**config.mk**
```make
export PLATFORM = sky130hd
export DESIGN_NAME = jpeg_byte_stuffer
export DESIGN_NICKNAME = d
export VERILOG_FILES = /design/src/rtl/jpeg_bsp_pkg.sv /design/src/rtl/bsp_word_fifo.sv /design/src/rtl/jpeg_byte_stuffer.sv
export SDC_FILE = /design/constraint.sdc
export NUM_CORES = 1
export LEC_CHECK = 0
export ABC_AREA = 1
export BUFFER_PORTS_ARGS = -buffer_cell sky130_fd_sc_hd__buf_2
export CAP_MARGIN = 20
export CORE_MARGIN = 10
export CORE_UTILIZATION = 28
export DETAILED_ROUTE_END_ITERATION = 6
export GPL_TIMING_DRIVEN = 0
export RECOVER_POWER = 100
export SETUP_SLACK_MARGIN = 0.5
export SYNTH_ARGS = -nofsm -noshare
export SYNTH_HDL_FRONTEND = slang
export SYNTH_SLANG_ARGS = --single-unit
```
**constraint.sdc**
```tcl
create_clock -name clk -period 2.7 [get_ports clk]
set_input_delay 0.27 -clock clk [delete_from_list [all_inputs] [get_ports clk]]
set_output_delay 0.27 -clock clk [all_outputs]
set_load 0.05 [all_outputs]
```
**src/rtl/jpeg_bsp_pkg.sv**
```systemverilog
// Shared types and constants for the JPEG byte stuffer: FSM states, FIFO entry
// layout and the marker bytes.
package jpeg_bsp_pkg;

    typedef enum logic [2:0] {
        S_IDLE,
        S_DATA,
        S_STUFF,
        S_EOI_FF,
        S_EOI_D9,
        S_FIN
    } state_t;

    typedef struct packed {
        logic [31:0] data;
        logic [2:0]  nbytes;
        logic        last;
    } entry_t;

    localparam logic [7:0] MARK_FF  = 8'hFF;
    localparam logic [7:0] STUFF_00 = 8'h00;
    localparam logic [7:0] EOI_LO   = 8'hD9;

    // Whole bytes needed to hold cnt MSB-aligned residual bits.
    function automatic logic [2:0] eof_nbytes(input logic [4:0] cnt);
        return 3'((6'(cnt) + 6'd7) >> 3);
    endfunction

    // Everything below the residual bits becomes 1 so the last byte is 1-padded.
    function automatic logic [31:0] eof_fill(input logic [31:0] b, input logic [4:0] cnt);
        return b | (32'hFFFF_FFFF >> cnt);
    endfunction

endpackage

```
**src/rtl/bsp_word_fifo.sv**
```systemverilog
// Synchronous FIFO of entropy-word entries; a pop in the same cycle frees a
// slot for a write arriving at full occupancy.
module bsp_word_fifo
    import jpeg_bsp_pkg::*;
#(
    parameter int FIFO_DEPTH = 8
) (
    input  logic                          clk,
    input  logic                          rst,
    input  logic                          wr_en,
    input  entry_t                        wr_data,
    input  logic                          rd_en,
    output entry_t                        rd_data,
    output logic                          full,
    output logic                          empty,
    output logic [$clog2(FIFO_DEPTH):0]   count
);

    localparam int AW = $clog2(FIFO_DEPTH);

    entry_t         mem [FIFO_DEPTH];
    logic [AW-1:0]  wr_ptr;
    logic [AW-1:0]  rd_ptr;
    logic           do_wr;
    logic           do_rd;

    assign full    = (count == (AW+1)'(FIFO_DEPTH));
    assign empty   = (count == '0);
    assign do_rd   = rd_en && !empty;
    assign do_wr   = wr_en && (!full || do_rd);
    assign rd_data = mem[rd_ptr];

    always_ff @(posedge clk) begin
        if (do_wr) mem[wr_ptr] <= wr_data;
    end

    always_ff @(posedge clk) begin
        if (rst) begin
            wr_ptr <= '0;
            rd_ptr <= '0;
            count  <= '0;
        end else begin
            if (do_wr) wr_ptr <= wr_ptr + 1'b1;
            if (do_rd) rd_ptr <= rd_ptr + 1'b1;
            case ({do_wr, do_rd})
                2'b10:   count <= count + 1'b1;
                2'b01:   count <= count - 1'b1;
                default: ;
            endcase
        end
    end

endmodule

```
**src/rtl/jpeg_byte_stuffer.sv**
```systemverilog
// Serialises 32-bit entropy words MSB-first into bytes with 0xFF/0x00 stuffing,
// 1-padding of the final byte and an optional EOI marker.
module jpeg_byte_stuffer
    import jpeg_bsp_pkg::*;
#(
    parameter int FIFO_DEPTH = 8,
    parameter bit EMIT_EOI   = 1'b1
) (
    input  logic        clk,
    input  logic        rst,
    input  logic [31:0] bits,
    input  logic        rdy,
    input  logic [4:0]  eof_cnt,
    input  logic        eof_p,
    output logic [7:0]  out_byte,
    output logic        out_valid,
    input  logic        out_ready,
    output logic [23:0] out_addr,
    output logic [23:0] frame_size,
    output logic        done,
    output logic        overflow
);

    localparam state_t AFTER_LAST = EMIT_EOI ? S_EOI_FF : S_FIN;

    state_t      state, next;
    entry_t      wr_entry, rd_entry;
    logic        wr_req, pop, accept;
    logic        full, empty;
    logic [$clog2(FIFO_DEPTH):0] count;
    logic [31:0] shreg;
    logic [2:0]  rem;
    logic        last_q;
    logic        unused_fifo;

    assign unused_fifo = ^count;
    assign wr_req      = rdy || eof_p;

    always_comb begin
        wr_entry.data   = bits;
        wr_entry.nbytes = 3'd4;
        wr_entry.last   = eof_p;
        if (eof_p && !rdy) begin
            wr_entry.data   = eof_fill(bits, eof_cnt);
            wr_entry.nbytes = eof_nbytes(eof_cnt);
        end
    end

    bsp_word_fifo #(.FIFO_DEPTH(FIFO_DEPTH)) u_fifo (
        .clk     (clk),
        .rst     (rst),
        .wr_en   (wr_req),
        .wr_data (wr_entry),
        .rd_en   (pop),
        .rd_data (rd_entry),
        .full    (full),
        .empty   (empty),
        .count   (count)
    );

    always_comb begin
        out_valid = 1'b0;
        out_byte  = 8'h00;
        case (state)
            S_DATA:   begin out_valid = 1'b1; out_byte = shreg[31:24]; end
            S_STUFF:  begin out_valid = 1'b1; out_byte = STUFF_00;     end
            S_EOI_FF: begin out_valid = 1'b1; out_byte = MARK_FF;      end
            S_EOI_D9: begin out_valid = 1'b1; out_byte = EOI_LO;       end
            default:  ;
        endcase
    end

    assign accept = out_valid && out_ready;
    assign done   = (state == S_FIN);

    always_ff @(posedge clk) begin
        if (rst) state <= S_IDLE;
        else     state <= next;
    end

    always_comb begin
        next = state;
        pop  = 1'b0;
        case (state)
            S_IDLE: if (!empty) begin
                pop = 1'b1;
                if (rd_entry.nbytes != 3'd0) next = S_DATA;
                else if (rd_entry.last)      next = AFTER_LAST;
            end
            // rem still counts the byte on display here; in STUFF it has
            // already been decremented for the 0xFF that preceded it.
            S_DATA: if (out_ready) begin
                if (shreg[31:24] == MARK_FF) next = S_STUFF;
                else if (rem != 3'd1)        next = S_DATA;
                else if (last_q)             next = AFTER_LAST;
                else                         next = S_IDLE;
            end
            S_STUFF: if (out_ready) begin
                if (rem != 3'd0) next = S_DATA;
                else if (last_q) next = AFTER_LAST;
                else             next = S_IDLE;
            end
            S_EOI_FF: if (out_ready) next = S_EOI_D9;
            S_EOI_D9: if (out_ready) next = S_FIN;
            S_FIN:    next = S_IDLE;
            default:  next = S_IDLE;
        endcase
    end

    always_ff @(posedge clk) begin
        if (rst) begin
            shreg      <= '0;
            rem        <= '0;
            last_q     <= 1'b0;
            out_addr   <= '0;
            frame_size <= '0;
            overflow   <= 1'b0;
        end else begin
            if (pop) begin
                shreg  <= rd_entry.data;
                rem    <= rd_entry.nbytes;
                last_q <= rd_entry.last;
            end
            if (state == S_DATA && out_ready) begin
                shreg <= shreg << 8;
                rem   <= rem - 3'd1;
            end
            if (state == S_FIN)  out_addr <= '0;
            else if (accept)     out_addr <= out_addr + 24'd1;
            // Latch the size on the way into FIN so it is already valid while done pulses.
            if (state != S_FIN && next == S_FIN)
                frame_size <= out_addr + {23'd0, accept};
            if (wr_req && full && !pop) overflow <= 1'b1;
        end
    end

endmodule

```
== Word level (Yosys, flattened, before mapping) ==
Memories as Yosys holds them, arrays and structs flattened. A register that Yosys moved wholly into a read port is not among the register bits.
Index checks and enable logic that the tools add are counted.

* Add/subtract/negate cells: 8
* Equal/unequal tests: 12
* Shifts and indexed selects: 1
* Mux-type cells: 26
* Bitwise logic cells: 1
* Reductions and logical operators: 23

{| class="wikitable"
|+ Operators with widths
! kind !! count
|-
| two-way mux 32 bit || 2
|-
| two-way mux 3 bit || 12
|-
| two-way mux 35 bit || 1
|-
| bitwise OR 32 bit || 1
|-
| >> shifter 32 x 5 -> 32 bit (first input constant) || 1
|-
| adder 24 x 1 -> 24 bit || 1
|-
| adder 24 x 1 -> 24 bit (second input constant) || 1
|-
| case mux 8 bit (3 select lines) || 1
|-
| case mux 3 bit (5 select lines) || 1
|-
| equality test 3 bit (second input constant) || 3
|-
| equality test 8 bit (second input constant) || 1
|-
| logical AND 1 bit || 8
|-
| case mux 4 bit (2 select lines) || 1
|-
| adder 3 x 1 -> 3 bit (second input constant) || 2
|-
| adder 5 x 3 -> 6 bit (second input constant) || 1
|-
| equality test 3 x 2 -> 1 bit (second input constant) || 2
|-
| two-way mux 2 bit || 3
|-
| nonzero test 3 bit || 2
|-
| two-way mux 1 bit || 5
|-
| adder 4 x 1 -> 4 bit (second input constant) || 1
|-
| equality test 4 bit (second input constant) || 1
|-
| logical NOT 1 bit || 4
|-
| logical NOT 4 bit || 1
|-
| nonzero test 2 bit || 2
|-
| 11 further kinds || 13
|}

* Register bits after elaboration: 98
* RAM bits: 288
* Output and inout port bits: 59
* Logic and storage cells: 83
* Memories kept: 1

{| class="wikitable"
|+ Memories
! name !! words !! width !! rd ports !! clocked after memory_dff !! write ports !! RTL line !! source
|-
| u_fifo.mem || 8 || 36 || 1 || 1 || 1 || bsp_word_fifo.sv:21 || <nowiki>entry_t mem [FIFO_DEPTH];</nowiki>
|}

== Longest topological paths before layout ==
* Depth in word-level cells: 8
* Gate-level depth with buffers: 16

== Modules after synthesis ==
From an unflattened synthesis, not the netlist that was laid out.

* Cell total of the unflattened synthesis: 1588
* Area total of the unflattened synthesis: 16936.2 um^2

{| class="wikitable"
|+ By module, submodules not included
! module !! times used !! cells each !! area an instance (um^2) !! sequential area each (um^2)
|-
| bsp_word_fifo || 1 || 828 || 11861.4 || 8908.5
|-
| jpeg_byte_stuffer || 1 || 760 || 5074.9 || 1761.7
|}

== Worst setup path before layout ==
Ideal clock, no wire load.

* Kind: reg-to-reg
* Start: reg state[0]
* End: mem u_fifo.mem[0][0] (netlist name), enable pin
* Arrival time: 2.578 ns
* Data required time: 2.271 ns
* Slack: -0.307 ns
* Cell stages (with the launch flop): 8
* Path through: dfxtp_1 > nor2_4 > nand3_2 > nand2_2 > nand2_2 > inv_2 > nand2_1 > nor2_1

* Word-level cells in the longest chain between the ends: 7

{| class="wikitable"
|+ Ends and longest elaborated chain
! item !! RTL line !! source
|-
| start: declaration || jpeg_byte_stuffer.sv:26 || <nowiki>state_t state, next;</nowiki>
|-
| start signal: assignment || jpeg_byte_stuffer.sv:78 || <nowiki>else state <= next;</nowiki>
|-
| logical NOT 3 bit || jpeg_byte_stuffer.sv:84 || <nowiki>case (state)</nowiki>
|-
| two-way mux 1 bit || jpeg_byte_stuffer.sv:84 ||
|-
| logical AND 1 bit || bsp_word_fifo.sv:29 || <nowiki>assign do_rd = rd_en && !empty;</nowiki>
|-
| logical OR 1 bit || bsp_word_fifo.sv:30 || <nowiki>assign do_wr = wr_en && (!full || do_rd);</nowiki>
|-
| logical AND 1 bit || bsp_word_fifo.sv:30 ||
|-
| two-way mux 1 bit || bsp_word_fifo.sv:34 || <nowiki>if (do_wr) mem[wr_ptr] <= wr_data;</nowiki>
|-
| two-way mux 1 bit (implied by the code) || bsp_word_fifo.sv:34 ||
|-
| end: declaration || bsp_word_fifo.sv:21 ||
|}

No other way between the ends.

== Worst setup path after layout ==
* Start: reg state[1]
* End: mem u_fifo.mem[5][31] (netlist name), enable pin

The elaborated chain is that of the path after synthesis.

==> results.md <==
* Max Transition Viols Final at 0
* Post-Syn Area at 16700 sq um
* CTS max path bufs at 3
* Tightest Pin Transition at 0.865 ns
* Worst Hold Depth at 1
* Worst vdd ir at 0.601 mV
* Num rows at 89
* Gate power share at 30.1%
* Gr ovfl total at 0
* Die Y at 264 um
* Root Driver: clkbuf_16
* Clk_lat worst skew at 0.58 ns
* Placer Congestion at 0.904
* Final hold vios at 0
* Synth top area share at 51.8%
* Async SR Flop Fraction at 0%
* Largest area contributor in the netlist: edfxtp_1
* Starting Density at 28.3%
* Clock Pin Slew Worst Setup and Hold Paths at 0.06 ns
* Clock Skew at 0.0250 ns
* Layout area overhead at 20.9%
* Max-Cap Viols at 0
* Clk sinks at 389
* Seq pwr share at 39.0%
* Final setup fails at 0
* DR WL/cell at 19.8 um
* Average cell area after synthesis at 10.3 sq um
* Residual DRC at 0
* Dpl ws at -0.120 ns
* Worst setup margin at 0.280 ns
* Die ar. at 69900 sq um
* Most frequent cells in the layout: 288 x edfxtp_1, 245 x nor2_1, 209 x nand2_1
* Yosys cell types at 48
* Critical Path RT at 2.95 ns
* Core area at 59000 sq um
* Worst Hold Class: in2reg
* Vias per inst at 4.96
* # nets final at 1858
* Initial DRC Count at 1234
* Largest net degree at the start of global routing at 27
* Synth area leaders: edfxtp_1 52%, dfxtp_1 12%, nor2_1 5.7%
* CTS tree: done
* Die Span X at 264 um
* Share of layout cells above drive strength 1 at 13.8%
* First-pass GRT wire length at 76900 um
* Worst Path Arrival at 2.67 ns
* Total CTS buffers at 40
* Final min period at 2.42 ns
* Max frequency at 413 MHz
* Pwr/cell area at 934 nW/um^2
* Status: complete, no violations
* Fin crit share at 89.6%
* Pint at 12100 uW
* Syn_nets at 1671
* DP HPWL at 35300 um
* Cell Area, Placed at 18400 sq um
* Antenna Violating Nets Remaining at 0
* Vias at 12900
* Startpoint types: register
* Final instance area at 20200 sq um
* H-Tree Depth at 2
* Number of global-route vias before repair at 12700
* RSZ-0062 raised after global routing: true
* Initial antenna violation count at 1
* IO Port Bufs at 99
* Seq/Total Area, Yosys at 63.9%
* Rel. slew slack at 42.2%
* Primary FF master, synth: edfxtp_1
* EDFF count, synth at 288
* Clock power frac at 30.9%
* Reg2Reg Launch Point: state[1]
* Sw Ratio at 35.7%
* Yosys warnings at 0
* Pre-antenna DRT Iters at 5
* Post-Route WL at 51700 um
* Leakage at 0.00710 uW
* Commonest non-fill, non-tap cell in the layout: edfxtp_1
* R2R Setup Slk at 0.28 ns
* Hold path start: eof_p
* P_sw at 6730 uW
* FF+latch count, synth at 389
* Critical R2R Capture: u_fifo.mem[5][31]
* Tot GR Track Use at 14.0%
* Critical path type: reg2reg
* Power, Total at 18900 uW
* Num ports at 101
* Hold-critical path endpoint: u_fifo.mem[6][0]
* CP endpoint kind: register
* Synth Instances at 1618
* CP Max Fanout at 26
* R2R cell count at 10
==> per-layer routing <==
| metal | routed length (um) | global-route usage (%) | up-vias | share of wire, % |
|---|---|---|---|---|
| li1 | - | - | 5983 | - |
| met4 | 957 | 3.41 | 2 | 1.9 |
| met3 | 4900 | 3.01 | 80 | 9.5 |
| met5 | 13 | 0 | - | 0.025 |
| met1 | 22400 | 19.0 | 6315 | 43 |
| met2 | 23400 | 22.6 | 558 | 45 |
==> sequential cells by signal, summed over array words and instances (netlist names), named ones only <==
register,count
u_fifo.count,4
u_fifo.wr_ptr,3
frame_size,24
shreg,32
u_fifo.mem,288
out_addr,24
u_fifo.rd_ptr,3
rem,3
overflow,1
state,3
last_q,1
==> what timing repair did <==
action,CTS,global route
cloned,0,3
endpoints found under the setup margin,310,184
hold buffers,0,0
buffers inserted,17,17
resized for setup,22,36
pin swaps,10,12
==> cell usage after synthesis (10+ instances only) <==
cell type	number
a21oi_1	72
buf_2	33
clkbuf_1	33
dfxtp_1	101
edfxtp_1	288
ha_1	10
inv_1	144
nand2_1	205
nand3_1	55
nor2_1	254
o211ai_1	72
o21ai_0	182
o21bai_1	14
o22ai_1	35
xor2_1	20
==> power by group through the flow <==
stage	combinational (uW)	sequential, uW	clock (uW)
final	5680	7350	5840
after global placement	5250	7470	0
after detailed placement	5420	7470	0
after CTS	5570	7350	5910
after global routing	6210	7400	6160
after floorplan	3390	7470	0
==> per-stage QoR <==
stage	util [%]	hold WS, ns	instances	TNS [ns]
3_5_place_dp	31.2	0.438	2498	-2.03
6_report	34.2	0.0342	2609	0
4_1_cts	34.0	0.0254	2587	0
3_3_place_gp	30.9	0.426	2490	-194.88
2_1_floorplan	-	0.369	1618	0
5_1_grt	34.2	0.0566	2608	0
==> worst max-delay path, cell delays in order (launching register included) <==
cell and delay, ns:
dfxtp_1 0.38, nor2_4 0.13, buf_4 0.10, nand3_1 0.15
nand2_1 0.15, nand2_1 0.15, nor2_4 0.15, clkinvlp_4 0.12
buf_12 0.16, nor2_1 0.33, buf_12 0.26
==> cell families after synthesis <==
kind of cell / synth area share, %
xor+xnor: 1.21
buf+inv: 5.71
fa+ha+maj: 0.869
compound gates: 13.9
flops: 63.9
simple gates: 14.5
==> area by class of cell <==
class                           instances  area, sq um
Buffer                                 76          363
Clock buffer                           50         1060
Multi-Input combinational cell       1002         5230
Fill cell                            5937        38800
Sequential cell                       389        10700
Tap cell                              773          967
Timing Repair Buffer                  143          990
Inverter                              153          604
Clock inverter                         22          307
Antenna cell                            1         2.50
==> worst max-delay path by stage <==
stage	slack, ns	end	cells past startpoint	startpoint
global placement	-0.94	u_fifo.mem[4][31]	8	u_fifo.count[1]
floorplan	0.27	u_fifo.mem[0][0]	7	state[1]
finish	0.28	u_fifo.mem[5][31]	10	state[1]
global route	0.15	u_fifo.mem[5][31]	10	u_fifo.count[1]
detailed placement	-0.12	u_fifo.mem[0][26]	7	eof_p
CTS	0.11	u_fifo.mem[1][28]	9	u_fifo.count[1]
Note: power is estimated with default switching activity, not from simulation.
